## src/rtl/des_sbox_bank.sv

```systemverilog
// rtl/des_sbox_bank.sv - bank of runtime-loaded DES S-box lookups behind a stalling valid/ready pipeline
// Tables are written before commit; lookups are only accepted once loaded is set.
module des_sbox_bank #(
  parameter int NBOX = 8,
  parameter int LAT  = 2,
  parameter int BW   = 3
) (
  input  logic                 clk,
  input  logic                 reset,
  input  logic                 cfg_we,
  input  logic [BW-1:0]        cfg_box,
  input  logic [5:0]           cfg_addr,
  input  logic [3:0]           cfg_data,
  input  logic                 cfg_commit,
  output logic                 loaded,
  output logic                 cfg_err,
  input  logic                 in_valid,
  output logic                 in_ready,
  input  logic [6*NBOX-1:0]    din,
  output logic                 out_valid,
  input  logic                 out_ready,
  output logic [4*NBOX-1:0]    dout
);

  logic [3:0]        tbl_q [NBOX][64];
  logic [3:0]        tbl_d [NBOX][64];
  logic              loaded_q, loaded_d;
  logic              cfg_err_q, cfg_err_d;
  logic              vld_q [LAT];
  logic              vld_d [LAT];
  logic [4*NBOX-1:0] dat_q [LAT];
  logic [4*NBOX-1:0] dat_d [LAT];
  logic [4*NBOX-1:0] lut;
  logic              box_ok, wr_ok, en, xfer;

  assign box_ok   = {1'b0, cfg_box} < (BW+1)'(NBOX);
  assign wr_ok    = cfg_we & ~loaded_q & box_ok;
  assign en       = ~vld_q[LAT-1] | out_ready;
  assign in_ready = loaded_q & en;
  assign xfer     = in_valid & in_ready;

  always_comb begin
    loaded_d  = loaded_q | cfg_commit;
    cfg_err_d = cfg_err_q | (cfg_we & (loaded_q | ~box_ok));
  end

  // A write in the commit cycle still lands: wr_ok looks at the registered loaded.
  always_comb begin
    tbl_d = tbl_q;
    for (int k = 0; k < NBOX; k++) begin
      if (wr_ok && cfg_box == BW'(k)) tbl_d[k][cfg_addr] = cfg_data;
    end
  end

  always_comb begin
    lut = '0;
    for (int k = 0; k < NBOX; k++) begin
      lut[4*k +: 4] = tbl_q[k][din[6*k +: 6]];
    end
  end

  // Data registers only load behind a valid bit so dout keeps its last word during bubbles.
  always_comb begin
    vld_d = vld_q;
    dat_d = dat_q;
    if (en) begin
      vld_d[0] = xfer;
      if (xfer) dat_d[0] = lut;
      for (int i = 1; i < LAT; i++) begin
        vld_d[i] = vld_q[i-1];
        if (vld_q[i-1]) dat_d[i] = dat_q[i-1];
      end
    end
  end

  always_ff @(posedge clk or negedge reset) begin
    if (!reset) begin
      loaded_q  <= 1'b0;
      cfg_err_q <= 1'b0;
      for (int k = 0; k < NBOX; k++) begin
        for (int a = 0; a < 64; a++) tbl_q[k][a] <= 4'h0;
      end
      for (int i = 0; i < LAT; i++) begin
        vld_q[i] <= 1'b0;
        dat_q[i] <= '0;
      end
    end else begin
      loaded_q  <= loaded_d;
      cfg_err_q <= cfg_err_d;
      tbl_q     <= tbl_d;
      vld_q     <= vld_d;
      dat_q     <= dat_d;
    end
  end

  assign loaded    = loaded_q;
  assign cfg_err   = cfg_err_q;
  assign out_valid = vld_q[LAT-1];
  assign dout      = dat_q[LAT-1];

endmodule
```

## config.mk

```make
export PLATFORM = sky130hd
export DESIGN_NAME = des_sbox_bank
export DESIGN_NICKNAME = d
export VERILOG_FILES = /design/src/rtl/des_sbox_bank.sv
export SDC_FILE = /design/constraint.sdc
export NUM_CORES = 2
export LEC_CHECK = 0
export ABC_CLOCK_PERIOD_IN_PS = 2900
export BUFFER_PORTS_ARGS = -buffer_cell sky130_fd_sc_hd__buf_2
export CAP_MARGIN = 0
export CORE_UTILIZATION = 50
export CTS_BUF_LIST = sky130_fd_sc_hd__clkbuf_4
export DETAILED_ROUTE_END_ITERATION = 8
export PLACE_DENSITY = 0.72
export SYNTH_ARGS = -nofsm -noshare
export SYNTH_HDL_FRONTEND = slang
export SYNTH_SLANG_ARGS = --single-unit
```

## constraint.sdc

```tcl
create_clock -name clk -period 2.9 [get_ports clk]
set_clock_uncertainty 0.1 [all_clocks]
set_input_delay 0.145 -clock clk [delete_from_list [all_inputs] [get_ports clk]]
set_output_delay 0.145 -clock clk [all_outputs]
set_load 0.01 [all_outputs]
```

==> impl_metrics.csv <==
group,metric,value,unit
worst_hold_path,hold_end,"out_valid$_DFFE_PN0N_",
cells_and_area,drive_above_1_share,44.5,%
drt,post-route-drc-count,0,
synthesis,avgSynthCellArea,13.6,um^2
power,power.density,528,nW/um^2
global_route,grt_max_degree,125,
global_route,grt_overflow_total,0,
timing,setup_slack,0.116,ns
power,leakagePower,55.4,nW
clock_network,cts_max_path_buffers,4,
critical_path,cp.required,4.03,ns
place,dp_hpwl,179,mm
critical_path,crit_family,"buffers and inverters",
drt,dr.pass1.iters,6,
critical_path,start_kind,"register",
synthesis,synth_commonest_cells,"dfrtp_1, mux2_2, mux2i_1",
critical_path,rr_endpoint,"dat_q[46]$_DFFE_PN0P_",
place,post-place-ws,0.188,ns
drt,ant_nets,0,
global_route,antenna_found_initial,11,
cells_and_area,fillers,15575,
power,peakVddDrop,0.499,mV
synthesis,synth_area_leader_cell,"dfrtp_1",
critical_path,critPathMaxStageDelay,0.60,ns
global_route,grt_first_pass_wirelength,417,mm
critical_path,cp_max_fo,2,
timing,finalHoldViolCount,0,
floorplanning,ios,103,
drt,via_per_inst,5.92,
synthesis,yosysSeqAreaShare,53.7,%
synthesis,ys.flop_type,"dfrtp_1",
floorplanning,die_h,446,um
floorplanning,coreArea,195000,um^2
outcome,outcome,"completed",
floorplanning,rows,162,
critical_path,rrSetupSlack,0.12,ns
place,gp_congestion,0.928,
global_route,grt_usage,27.3,%
timing,post-route-period-util,96.0,%
timing,relSlewSlack,34.6,%
timing,worstMarginPinSlew,0.978,ns
synthesis,syn_inst,7231,
drt,wl,270,mm
critical_path,cp_slowest_cell,"dlygate4sd3_1",
timing,min_period,2.78,ns
cells_and_area,regArea,53000,um^2
run,cap_viol_max_count,0,
synthesis,synth_fp_nets,7298,
synthesis,synth_area,98600,um^2
critical_path,r2r-start,"tbl_q[1098]$_DFFE_PN0P_",
clock_network,path_clk_slew,0.06,ns
critical_path,criticalPathCategory,"register to register",
worst_hold_path,hp-class,"input pin to register",
critical_path,rr_worst_depth,8,
critical_path,cp_num_buf_inv,2,
floorplanning,die_area,199000,um^2
timing,setup_tns,0,ns
cells_and_area,multiInputGateArea,43100,um^2
worst_hold_path,hp-start,"out_ready",
clock_network,cts_sinks,2116,
synthesis,synthArstFlopShare,100,%
floorplanning,die_w,446,um
place,portBuffers,102,
drt,vias,64443,
worst_hold_path,holdPathStages,5,
clock_network,cts_tree,"built",
clock_network,root_buffer,"clkbuf_4",
drt,routedWlPerCell,24.7,um
timing,max_freq,359,MHz
synthesis,ys_ff_latch,2116,
synthesis,synth_area_leaders,"dfrtp_1, mux2_2, mux4_2",
critical_path,cp_cell_sequence,"mux4_2 -> nor2b_1 -> a211oi_2 -> a21oi_1 -> dlygate4sd3_1 -> nand2_1 -> dlygate4sd3_1 -> nand4_1",
clock_network,numCtsBuffers,566,
timing,setup-violations-final,0,
clock_network,clk_latency,1.36,ns
floorplanning,start_util,50.5,%
cells_and_area,syn2layout_area_growth,14.0,%
synthesis,yosys.cell_types.count,39,
critical_path,crit_arrival,3.91,ns
synthesis,synth_edf_count,0,
critical_path,crit_top_cell,"dlygate4sd3_1",
synthesis,ys_warn_count,0,
drt,drt_iter0_markers,5035,
global_route,grt_pass1_vias,68833,
timing,rsz0062_at_grt,"no",
cells_and_area,fin_nets,7968,
synthesis,synth_most_common_cell,"dfrtp_1",
synthesis,synth_top_cell_area_share,53.7,%
timing,drv_slew,0,
clock_network,cts.htree.levels,6,
critical_path,end_kind,"register",
how the worst max path moves through the flow:
stage,cells past startpoint,slack [ns],end,from
after floorplan,5,0.85,tbl_q[1080]$_DFFE_PN0P_,loaded$_DFF_PN0_
after global placement,5,0.20,tbl_q[1600]$_DFFE_PN0P_,loaded$_DFF_PN0_
after detailed placement,6,0.19,tbl_q[1597]$_DFFE_PN0P_,cfg_addr[4]
after CTS,6,0.01,tbl_q[1315]$_DFFE_PN0P_,loaded$_DFF_PN0_
after global routing,8,0.01,dat_q[38]$_DFFE_PN0P_,tbl_q[1630]$_DFFE_PN0P_
final,8,0.12,dat_q[46]$_DFFE_PN0P_,tbl_q[1098]$_DFFE_PN0P_
cells by family (layout without fill, tap and decap cells):
family | after synthesis | in the layout | share of synthesized area, %
AOI/OAI and AO/OA | 450 | 450 | 3.09
buffers and inverters | 573 | 1589 | 2.66
DFF | 2116 | 2116 | 53.7
muxes | 2880 | 2880 | 35.1
other | 0 | 21 | 0
and+or+nand+nor | 1212 | 1212 | 5.40
placed cells by master, fill, tap and decap left out, types with 5 or more instances in the layout:
master,count
dfrtp_1,2116
mux2_2,2073
clkbuf_4,797
mux2i_1,544
nand2_1,482
nor2_1,400
buf_4,301
mux4_2,256
a22oi_1,224
dlygate4sd3_1,192
o21ai_0,89
buf_2,89
clkinv_1,83
nand3_1,82
buf_12,81
nor2b_1,50
a21oi_1,48
o211ai_1,48
nand4_1,40
nor3_1,32
or4_1,32
a211oi_1,31
and2_1,28
diode_2,21
nand3b_1,19
clkinv_2,16
inv_2,13
nand2b_1,8
a32oi_1,8
mux2_1,7
nor2_2,7
nor3b_2,5
buf_16,5
stage by stage:
stage,hold WS (ns),power (mW),cells,instance area [um^2],utilization [%]
CTS,0.000847,59.9,10874,112000,57.5
global placement,0.0416,34.5,9758,104000,53.1
finish,0.0757,59.3,10892,112000,57.5
global route,0.0788,61.8,10879,112000,57.5
detailed placement,0.0333,34.6,9758,104000,53.1
floorplan,-0.251,32.7,7231,98600,-
where the power goes:
group	switching (mW)	internal, mW	leakage, nW
clock network	12.1	12.9	3.97
logic	2.80	1.45	22.0
registers	0.256	29.8	29.5
total	15.2	44.2	55.4
tightest hold or removal path: cells and delay by family:
kind | cells | cell delay [ns]
AND/OR/NAND/NOR | 2 | 0.21
buffers and inverters | 3 | 1.15
flip-flops by register name (all words and copies together) (netlist names):
| name | flops |
|---|---|
| dout | 32 |
| out_valid | 1 |
| loaded | 1 |
| vld_q | 1 |
| tbl_q | 2048 |
| cfg_err | 1 |
| dat_q | 32 |
final cells by class:
type                            count  share of cell area [%]
Clock inverter                    117                   0.505
Sequential cell                  2116                    47.1
Inverter                            1                 0.00334
Tap cell                         2624                    2.92
Antenna cell                       21                  0.0468
Multi-Input combinational cell   4542                    38.3
Clock buffer                      797                    5.32
Timing Repair Buffer              674                    5.77
per-layer routing:
metal,share of wire [%],GRT usage (%),vias up
met5,0.0045,0,-
met1,41,35.2,33766
met4,4.4,12.9,2
met2,48,43.9,2192
li1,-,-,27903
met3,6.2,5.82,580
timing repair:
action / in CTS / in global routing
setup endpoints to repair: 0 / 9
setup buffers: 0 / 0
gates resized for setup: 0 / 5
hold buffers: 202 / 0
endpoints found under the hold margin: 4232 / 0
Power figures use the tool's default switching activity.
